<file path="config.mk">
export PLATFORM = sky130hd
export DESIGN_NAME = pcs_sync_multilane
export DESIGN_NICKNAME = d
export VERILOG_FILES = /design/src/rtl/pcs_sync_pkg.sv /design/src/rtl/pcs_sync_lane.sv /design/src/rtl/pcs_sync_multilane.sv
export SDC_FILE = /design/constraint.sdc
export NUM_CORES = 1
export LEC_CHECK = 0
export ABC_AREA = 1
export CAP_MARGIN = 20
export CORE_AREA = 2 2 138 140
export DETAILED_ROUTE_END_ITERATION = 7
export DIE_AREA = 0 0 140 142
export GPL_ROUTABILITY_DRIVEN = 0
export PLACE_DENSITY_LB_ADDON = 0.12
export SLEW_MARGIN = 10
export SYNTH_ARGS = -nofsm -noshare
export SYNTH_HDL_FRONTEND = slang
export SYNTH_HIERARCHICAL = 1
export SYNTH_SLANG_ARGS = --single-unit
</file>
<file path="constraint.sdc">
create_clock -name Clk -period 7.3 [get_ports Clk]
set_clock_uncertainty 0.1 [all_clocks]
set_input_delay 1.46 -clock Clk [delete_from_list [all_inputs] [get_ports Clk]]
set_output_delay 1.46 -clock Clk [all_outputs]
set_load 0.02 [all_outputs]
</file>
<file path="src/rtl/pcs_sync_pkg.sv">
// pcs_sync_pkg: shared encodings, widths and helpers for the multi-lane PCS synchronizer
package pcs_sync_pkg;

   typedef enum logic [4:0] {
      LOSS_OF_SYNC    = 5'b00001,
      COMMA_DETECT    = 5'b00010,
      ACQUIRE_SYNC    = 5'b00100,
      SYNC_ACQUIRED   = 5'b01000,
      SYNC_ACQUIRED_A = 5'b10000
   } state_e;

   localparam logic [6:0] COMMA_P = 7'b0011111;
   localparam logic [6:0] COMMA_M = 7'b1100000;
   localparam int PUDI_W = 10;
   localparam int SUDI_W = 11;

   function automatic logic [3:0] popcnt(input logic [9:0] v);
      popcnt = '0;
      for (int k = 0; k < 10; k++) popcnt = popcnt + {3'b0, v[k]};
   endfunction

endpackage

</file>
<file path="src/rtl/pcs_sync_lane.sv">
// pcs_sync_lane: one-lane code-group classifier and sync FSM; PCS_SYNC_RD_CHECK_EN adds running-disparity checking
module pcs_sync_lane
   import pcs_sync_pkg::*;
#(
   parameter int COMMA_CNT = 3,
   parameter int GOOD_CGS  = 3,
   parameter int LOSS_BAD  = 4
) (
   input  logic              clk_i,
   input  logic              rst_ni,
   input  logic              signal_detect_i,
   input  logic [PUDI_W-1:0] pudi_i,
   output logic              code_sync_status_o,
   output logic              status_d_o,
   output logic [SUDI_W-1:0] sudi_o
);

   localparam int CW = $clog2(COMMA_CNT) + 1;
   localparam int GW = $clog2(GOOD_CGS) + 1;
   localparam int BW = $clog2(LOSS_BAD) + 1;

   state_e            state_q, state_d;
   logic [CW-1:0]     comma_q, comma_d;
   logic [GW-1:0]     good_q, good_d, good_inc;
   logic [BW-1:0]     bad_q, bad_d, bad_inc;
   logic              rx_even_q, rx_even_d, status_q, status_d;
   logic [SUDI_W-1:0] sudi_q, sudi_d;
   logic [3:0]        ones, ones_hi, ones_lo;
   logic              is_comma, invalid, is_d, cgbad, rd_bad;

   assign ones     = popcnt(pudi_i);
   assign ones_hi  = popcnt({4'b0, pudi_i[9:4]});
   assign ones_lo  = popcnt({6'b0, pudi_i[3:0]});
   assign is_comma = (pudi_i[9:3] == COMMA_P) || (pudi_i[9:3] == COMMA_M);
   assign invalid  = (ones < 4'd4) || (ones > 4'd6) || (ones_hi < 4'd2) || (ones_hi > 4'd4) ||
                     (ones_lo < 4'd1) || (ones_lo > 4'd3) || rd_bad;
   assign is_d     = !invalid && !is_comma;
   assign cgbad    = invalid || (is_comma && rx_even_q);
   assign bad_inc  = bad_q + BW'(1);
   assign good_inc = good_q + GW'(1);

`ifdef PCS_SYNC_RD_CHECK_EN
   logic rd_q, rd_d;
   assign rd_d   = (ones == 4'd6) ? 1'b1 : (ones == 4'd4) ? 1'b0 : rd_q;
   // a comma while hunting for sync re-establishes disparity instead of being judged by it
   assign rd_bad = !(state_q == LOSS_OF_SYNC && is_comma) &&
                   (((ones == 4'd6) && rd_q) || ((ones == 4'd4) && !rd_q));
   // Running disparity follows every received code group (0 = RD-)
   always_ff @(posedge clk_i or negedge rst_ni)
      if (!rst_ni) rd_q <= 1'b0;
      else         rd_q <= rd_d;
`else
   assign rd_bad = 1'b0;
`endif

   // State, counters, parity and registered outputs advance once per code group
   always_ff @(posedge clk_i or negedge rst_ni)
      if (!rst_ni) begin
         state_q   <= LOSS_OF_SYNC;
         comma_q   <= '0;
         good_q    <= '0;
         bad_q     <= '0;
         rx_even_q <= 1'b0;
         status_q  <= 1'b0;
         sudi_q    <= '0;
      end else begin
         state_q   <= state_d;
         comma_q   <= comma_d;
         good_q    <= good_d;
         bad_q     <= bad_d;
         rx_even_q <= rx_even_d;
         status_q  <= status_d;
         sudi_q    <= sudi_d;
      end

   // Next-state and counter updates; loss of signal overrides everything
   always_comb begin
      state_d   = state_q;
      comma_d   = comma_q;
      good_d    = good_q;
      bad_d     = bad_q;
      rx_even_d = !rx_even_q;
      if (!signal_detect_i) begin
         state_d = LOSS_OF_SYNC;
         comma_d = '0;
         good_d  = '0;
         bad_d   = '0;
      end else begin
         case (state_q)
            LOSS_OF_SYNC:
               if (is_comma) begin
                  state_d   = COMMA_DETECT;
                  rx_even_d = 1'b1;
                  comma_d   = comma_q + CW'(1);
               end
            COMMA_DETECT: begin
               rx_even_d = 1'b0;
               if (is_d) state_d = (comma_q == CW'(COMMA_CNT)) ? SYNC_ACQUIRED : ACQUIRE_SYNC;
               else begin
                  state_d = LOSS_OF_SYNC;
                  comma_d = '0;
               end
            end
            ACQUIRE_SYNC:
               if (is_comma && !rx_even_q) begin
                  state_d = COMMA_DETECT;
                  comma_d = comma_q + CW'(1);
               end else if (cgbad) begin
                  state_d = LOSS_OF_SYNC;
                  comma_d = '0;
               end
            SYNC_ACQUIRED, SYNC_ACQUIRED_A: begin
               rx_even_d = is_comma || !rx_even_q;
               if (cgbad) begin
                  if (bad_inc == BW'(LOSS_BAD)) begin
                     state_d = LOSS_OF_SYNC;
                     comma_d = '0;
                     good_d  = '0;
                     bad_d   = '0;
                  end else begin
                     state_d = SYNC_ACQUIRED;
                     good_d  = '0;
                     bad_d   = bad_inc;
                  end
               end else if (state_q == SYNC_ACQUIRED) begin
                  if (bad_q != '0) begin
                     state_d = SYNC_ACQUIRED_A;
                     good_d  = GW'(1);
                  end
               end else if (good_inc == GW'(GOOD_CGS)) begin
                  state_d = (bad_q == BW'(1)) ? SYNC_ACQUIRED : SYNC_ACQUIRED_A;
                  good_d  = '0;
                  bad_d   = bad_q - BW'(1);
               end else good_d = good_inc;
            end
            default: state_d = LOSS_OF_SYNC;
         endcase
      end
   end

   // Outputs are derived from the next state so SUDI parity matches its own code group
   always_comb begin
      status_d = (state_d == SYNC_ACQUIRED) || (state_d == SYNC_ACQUIRED_A);
      sudi_d   = {pudi_i, rx_even_d};
   end

   assign code_sync_status_o = status_q;
   assign status_d_o         = status_d;
   assign sudi_o             = sudi_q;

endmodule

</file>
<file path="src/rtl/pcs_sync_multilane.sv">
// pcs_sync_multilane: LANES independent 1000BASE-X code-group synchronizers; PCS_SYNC_RD_CHECK_EN enables RD checking
module pcs_sync_multilane
   import pcs_sync_pkg::*;
#(
   parameter int LANES     = 4,
   parameter int COMMA_CNT = 3,
   parameter int GOOD_CGS  = 3,
   parameter int LOSS_BAD  = 4
) (
   input  logic                    Clk,
   input  logic                    mr_main_reset_n,
   input  logic [LANES-1:0]        signal_detect,
   input  logic [PUDI_W*LANES-1:0] PUDI,
   output logic [LANES-1:0]        code_sync_status,
   output logic [SUDI_W*LANES-1:0] SUDI,
   output logic                    all_sync
);

   logic [1:0]       rst_sync_q;
   logic             rst_n;
   logic [LANES-1:0] status_d;
   logic             all_sync_q;

   // Reset asserts immediately and releases on a clock edge
   always_ff @(posedge Clk or negedge mr_main_reset_n)
      if (!mr_main_reset_n) rst_sync_q <= '0;
      else                  rst_sync_q <= {rst_sync_q[0], 1'b1};

   assign rst_n = rst_sync_q[1];

   for (genvar i = 0; i < LANES; i++) begin : g_lane
      pcs_sync_lane #(
         .COMMA_CNT(COMMA_CNT),
         .GOOD_CGS (GOOD_CGS),
         .LOSS_BAD (LOSS_BAD)
      ) u_lane (
         .clk_i             (Clk),
         .rst_ni            (rst_n),
         .signal_detect_i   (signal_detect[i]),
         .pudi_i            (PUDI[PUDI_W*i +: PUDI_W]),
         .code_sync_status_o(code_sync_status[i]),
         .status_d_o        (status_d[i]),
         .sudi_o            (SUDI[SUDI_W*i +: SUDI_W])
      );
   end

   // Aggregate flag moves on the same edge as the lane status that changes it
   always_ff @(posedge Clk or negedge rst_n)
      if (!rst_n) all_sync_q <= 1'b0;
      else        all_sync_q <= &status_d;

   assign all_sync = all_sync_q;

endmodule

</file>
== Yosys cells after proc, flatten, opt, wreduce, memory -nomap -nowiden ==
Index checks and enable logic that the tools add are counted.
Word-level totals
  register bits: 111
  bits in latches: 0
  RAM bits: 0
  bits in read-only memories: 0
  input port bits: 46
  output and inout port bits: 49
  logic and storage cells: 443
  memories kept: 0
Operators by class
  add/sub/neg operators: 72
  multipliers: 0
  div/mod/pow operators: 0
  magnitude comparators: 24
  equality and inequality tests: 92
  shift-type cells: 0
  muxes and demuxes: 144
  bitwise operators: 0
  reductions and logical operators: 81
Operators by type and width (number)
  2-to-1 mux 3 bit: 76
  2-to-1 mux 5 bit: 40
  adder 4 x 1 -> 4 bit: 48
  case mux 5 bit (4 select lines): 4
  inequality test 3 x 2 -> 1 bit, second input constant: 16
  case mux 3 bit (4 select lines): 4
  equality test 5 x 4 -> 1 bit, second input constant: 8
  equality test 5 bit, second input constant: 8
  adder 3 x 1 -> 3 bit, second input constant: 12
  logical OR 1 bit: 36
  greater-than comparator 4 x 3 -> 1 bit, second input constant: 8
  2-to-1 mux 4 bit: 8
  equality test 7 x 5 -> 1 bit, second input constant: 4
  equality test 7 bit, second input constant: 4
  equality test 3 x 2 -> 1 bit, second input constant: 8
  AND reduction 6 bit: 4
  equality test 5 x 1 -> 1 bit, second input constant: 4
  equality test 5 x 2 -> 1 bit, second input constant: 4
  equality test 5 x 3 -> 1 bit, second input constant: 4
  inequality test 5 x 1 -> 1 bit, second input constant: 4
  adder 1 x 1 -> 2 bit: 8
  greater-than comparator 4 x 2 -> 1 bit, second input constant: 4
  < comparator 4 x 1 -> 1 bit, second input constant: 4
  < comparator 4 x 2 -> 1 bit, second input constant: 4
  other kinds (18): 89

== Depth between registers and ports, before layout ==
  depth in word-level cells: 23
  gate-level depth with buffers: 21
  depth with buffers taken out: 21

== Cells and area by module ==
Netlist, hierarchy kept.
Modules (own cells, without submodules)
  pcs_sync_lane (g_lane[0].u_lane): times used 1, cells each 258, area each 2026.9 sq um, sequential area each 651.9 sq um
  pcs_sync_lane (g_lane[1].u_lane): times used 1, cells each 263, area each 2013.2 sq um, sequential area each 651.9 sq um
  pcs_sync_lane (g_lane[2].u_lane): times used 1, cells each 262, area each 2005.7 sq um, sequential area each 651.9 sq um
  pcs_sync_lane (g_lane[3].u_lane): times used 1, cells each 253, area each 1963.1 sq um, sequential area each 651.9 sq um
  pcs_sync_multilane: times used 1, cells each 7, area each 90.1 sq um, sequential area each 75.1 sq um

== Least setup slack after synthesis ==
Ideal clock, no wire load.
  path type: input -> register
  start point: input port PUDI[0]
  end point: register all_sync_q, in the netlist all_sync
  setup time: 0.115 ns
  data arrival time: 4.492 ns
  data required time: 7.085 ns
  path slack: 2.593 ns
  stages on the path: 21
  path buffers: 0
  path through: inv_1 > fa_1 > inv_1 > ha_1 > fa_1 > fa_1 > inv_1 > fa_1 > inv_1 > nand2_1 > nand2_1 > nor2_2 > inv_2 > nor2_8 > nand2_8 > inv_2 > nand3b_1 > nand3_1 > nand3_1 > nand2_1 > nor2_1
Between the ends
  cells in the longest elaborated chain, start to end: 23
  elaborated cells between the ends (all ways): 31
  those cells by class: add/sub: 9; order compare: 4; eq/ne: 2; mux: 6; reduce/logical: 10
Ends and longest elaborated chain
  from (decl): RTL line pcs_sync_multilane.sv:13  | input logic [PUDI_W*LANES-1:0] PUDI,
  adder 1 x 1 -> 2 bit *: RTL line pcs_sync_pkg.sv:19  | for (int k = 0; k < 10; k++) popcnt = popcnt + {3'b0, v[k]};
  adder 4 x 1 -> 4 bit * (2 in a row): RTL line pcs_sync_pkg.sv:19
  adder 4 x 1 -> 4 bit (6 in a row): RTL line pcs_sync_pkg.sv:19
  < comparator 4 x 3 -> 1 bit / greater-than comparator 4 x 3 -> 1 bit (equally long branches): RTL line pcs_sync_lane.sv:35  | assign invalid = (ones < 4'd4) || (ones > 4'd6) || (ones_hi < 4'd2) || (ones_hi > 4'd4) ||
  logical OR 1 bit (4 in a row): RTL line pcs_sync_lane.sv:35
  logical OR 1 bit *: RTL line pcs_sync_lane.sv:36  | (ones_lo < 4'd1) || (ones_lo > 4'd3) || rd_bad;
  logical OR 1 bit / zero test 1 bit (equally long branches): RTL line pcs_sync_lane.sv:38, pcs_sync_lane.sv:37
  2-to-1 mux 5 bit / logical AND 1 bit (equally long branches): RTL line pcs_sync_lane.sv:108, pcs_sync_lane.sv:37
  2-to-1 mux 5 bit (on tied branches): RTL line pcs_sync_lane.sv:105, pcs_sync_lane.sv:98
  case mux 5 bit (4 select lines) *: RTL line pcs_sync_lane.sv:89  | case (state_q)
  2-to-1 mux 5 bit *: RTL line pcs_sync_lane.sv:83  | if (!signal_detect_i) begin
  equality test 5 x 4 -> 1 bit / equality test 5 bit (equally long branches): RTL line pcs_sync_lane.sv:143  | status_d = (state_d == SYNC_ACQUIRED) || (state_d == SYNC_ACQUIRED_A);
  logical OR 1 bit *: RTL line pcs_sync_lane.sv:143
  named net status_d[0]: RTL line pcs_sync_multilane.sv:21  | logic [LANES-1:0] status_d;
  AND reduction 4 bit *: RTL line pcs_sync_multilane.sv:50  | else all_sync_q <= &status_d;
  to (signal assigned): RTL line pcs_sync_multilane.sv:50
  to (decl): RTL line pcs_sync_multilane.sv:22  | logic all_sync_q;
Mark *: on every way through the listed nets, which the timed path passes. The rest lies on a longest branch.
A chain may end at the register's enable or synchronous reset.

== Worst setup path in the final report ==
  start point: input port PUDI[10]
  end point: register all_sync_q, in the netlist all_sync
Same word-level chain as after synthesis.

==> results.sh <==
export IMPL_route_detailed_drc=9
export IMPL_synth_mux_area_fraction_pct=0
export IMPL_first_iter_violations=340
export IMPL_rsz0062_at_grt="no"
export IMPL_netlist_area_sq_um=8100
export IMPL_clk_latency_ns=0.35
export IMPL_wirelength_um=16700
export IMPL_max_cap_viol_count=0
export IMPL_antenna_left=0
export IMPL_worstSetupPathType="input port to flip-flop"
export IMPL_cts_tree="done"
export IMPL_tightest_slew_ns=0.753
export IMPL_min_from="rst_sync_q[0]"
export IMPL_final_period_utilization_pct=69.7
export IMPL_synth_compound_area_share_pct=5.93
export IMPL_final_util_pct=51.8
export IMPL_path_common_cell="fa_1"
export IMPL_clock_sinks=107
export IMPL_via_per_inst=4.71
export IMPL_slowest_stage="fa_1"
export IMPL_cp_cell_sequence="clkdlybuf4s50_1, inv_1, fa_1, inv_1, ha_1, fa_1, fa_1, inv_1, fa_1, nor2_1, nor2_1, nand3_2, nor3_1, nand3_1, nand3_1, nand2_1, nor2_1"
export IMPL_pre_cts_slack_ns=1.81
export IMPL_synth_fp_nets=1185
export IMPL_dr_pass1_iters=8
export IMPL_layout_common_cells="nand2_1, inv_1, dfrtp_1, clkdlybuf4s50_1"
export IMPL_syn_to_final_growth_pct=18.0
export IMPL_cts_buffer_depth=2
export IMPL_slew_headroom_pct=49.8
export IMPL_grt_overflow=0
export IMPL_synth_top_family_by_area="simple AND/OR/NAND/NOR gates"
export IMPL_path_max_fanout=3
export IMPL_num_vias=6503
export IMPL_setup_violations_final=0
export IMPL_h_tree_depth=3
export IMPL_clkSlewWorstSetupHoldPaths_ns=0.07
export IMPL_tns_ns=0
export IMPL_ys_seq_elements=107
export IMPL_fin_nets=1283
export IMPL_r2r_start="g_lane[1].u_lane/state_q[2]"
export IMPL_syn_instance_count=1043
export IMPL_antenna_found_initial=0
export IMPL_dieWidth_um=140
export IMPL_outcome="finished with violations"
export IMPL_fp_row_count=50
export IMPL_final_cells=1380
export IMPL_hold_violations=0
export IMPL_worstSetupEndpointType="flip-flop"
export IMPL_worstPathArrival_ns=5.27
export IMPL_fin_area_sq_um=9550
export IMPL_dpl_cell_count=1364
export IMPL_worstPathRequired_ns=7.48
export IMPL_hp_class="flip-flop to flip-flop"
export IMPL_drive_gt1_share_pct=11.9
export IMPL_async_flop_share_pct=100
export IMPL_synth_area_per_cell_sq_um=7.77
export IMPL_crit_path_start="PUDI[10]"
export IMPL_initial_core_util_pct=43.9
export IMPL_synthSimpleGateAreaFrac_pct=31.7
export IMPL_mostFrequentLayoutCell="nand2_1"
export IMPL_start_kind="input port"
export IMPL_drv_slew=0
export IMPL_synth_edf_count=0
export IMPL_slowest_delay_ns=0.53
export IMPL_die_h_um=142
export IMPL_synth_xor_area_share_pct=0.649
export IMPL_cts_setup_buffers=0
export IMPL_hpwl_um=13300
export IMPL_ir_drop_mv=0.126
export IMPL_grt_max_degree=59
export IMPL_grt_pass1_vias=6222
export IMPL_finalPower_mw=1.69
export IMPL_max_freq_mhz=197
export IMPL_setup_ws_ns=2.22
export IMPL_diodes=0
export IMPL_fin_hold_ws_ns=0.266
export IMPL_grt_pass1_wl_um=29100
export IMPL_violations="design-rule violations"
export IMPL_p_leak_nw=5.02
export IMPL_numCtsBuffers=9
export IMPL_finalCriticalPeriod_ns=5.08
export IMPL_power_density_nw_per_um2=177
export IMPL_ys_seq_area_share_pct=33.1
export IMPL_place_area_sq_um=9290
export IMPL_ctsHoldBuffers=0
export IMPL_avgRoutedWirePerCell_um=12.1
export IMPL_synth_fa_ha_area_share_pct=17.8
export IMPL_core_sq_um=18500
export IMPL_ys_flop_type="dfrtp_1"
export IMPL_io_buffers=94
export IMPL_io_pins=95
export IMPL_grtUsageTotal_pct=17.9
export IMPL_cts_root_buf="clkbuf_16"
export IMPL_synth_warnings=6
export IMPL_die_area_sq_um=19900
export IMPL_cts_resized=0
export IMPL_ys_types=39
==> cells in the mapped netlist, types with 3 or more instances <==
cell type	instances	area, sq um
or2_0	3	18.8
a21oi_1	35	175
nor2_1	80	300
inv_2	26	97.6
nand2_4	16	180
dfrtp_1	103	2580
nor2_4	7	78.8
nor2_2	16	100
inv_1	190	713
nor2_8	4	80.1
nand3_2	5	50.1
o21ai_2	3	26.3
nor3_1	7	35.0
ha_1	64	801
buf_4	4	30.0
a21oi_2	3	26.3
dfstp_2	4	105
nand3b_1	3	22.5
o21ai_1	19	95.1
nand2_2	31	194
o21ai_0	17	85.1
a31oi_1	4	25.0
nand3_1	80	400
fa_1	32	641
nand4_1	22	138
nand2_1	242	908
xnor2_1	6	52.6
==> critical path, delay by kind of cell <==
family	cells	cell delay, ns
and+or+nand+nor	8	1.13
buffers and inverters	4	0.63
adders and majority gates	5	2.03
==> registers in the layout (all words and copies together), names as in the netlist <==
signal,count
g_lane.u_lane/comma_q,12
g_lane.u_lane/code_sync_status_o,4
g_lane.u_lane/good_q,12
g_lane.u_lane/bad_q,12
g_lane.u_lane/state_q,20
rst_sync_q,2
g_lane.u_lane/sudi_o,44
all_sync,1
==> routing by layer <==
metal,global-route usage [%],up-vias,routed length [um]
li1,-,3411,-
met1,23.9,2971,7980
met2,30.0,104,7810
met3,3.30,17,635
met4,5.05,0,260
met5,0,-,0
==> report_power, final <==
group,internal [mW],switching [mW]
logic,0.231,0.345
registers,0.628,0.0361
clock network,0.231,0.218
total,1.09,0.599
==> area by class of cell <==
type / count / area (sq um)
clock buffers: 11 / 233
clock inverters: 5 / 32.5
fillers: 1772 / 8900
inverters: 217 / 817
multi-input cells: 711 / 4540
flip-flops and latches: 107 / 2690
well taps: 234 / 293
repair buffers: 95 / 948
==> worst paths after layout <==
check / end / slack, ns / cells past startpoint
min: rst_sync_q[1] / 0.27 / 0
min in group asynchronous: g_lane[1].u_lane/bad_q[1] / 0.31 / 0
min reg2reg: rst_sync_q[1] / 0.27 / 0
max in group asynchronous: g_lane[3].u_lane/sudi_o[6] / 5.68 / 1
max: all_sync / 2.22 / 17
max reg2reg: all_sync / 5.46 / 7
==> kinds of logic (layout without fill, tap and decap cells) <==
| group | count (synthesis) | in the layout |
|---|---|---|
| fa+ha+maj | 96 | 96 |
| simple gates | 522 | 522 |
| other cells | 1 | 1 |
| flops | 107 | 107 |
| buf+inv | 225 | 328 |
| compound gates | 86 | 86 |
| xor+xnor | 6 | 6 |
Power figures use the tool's default switching activity.
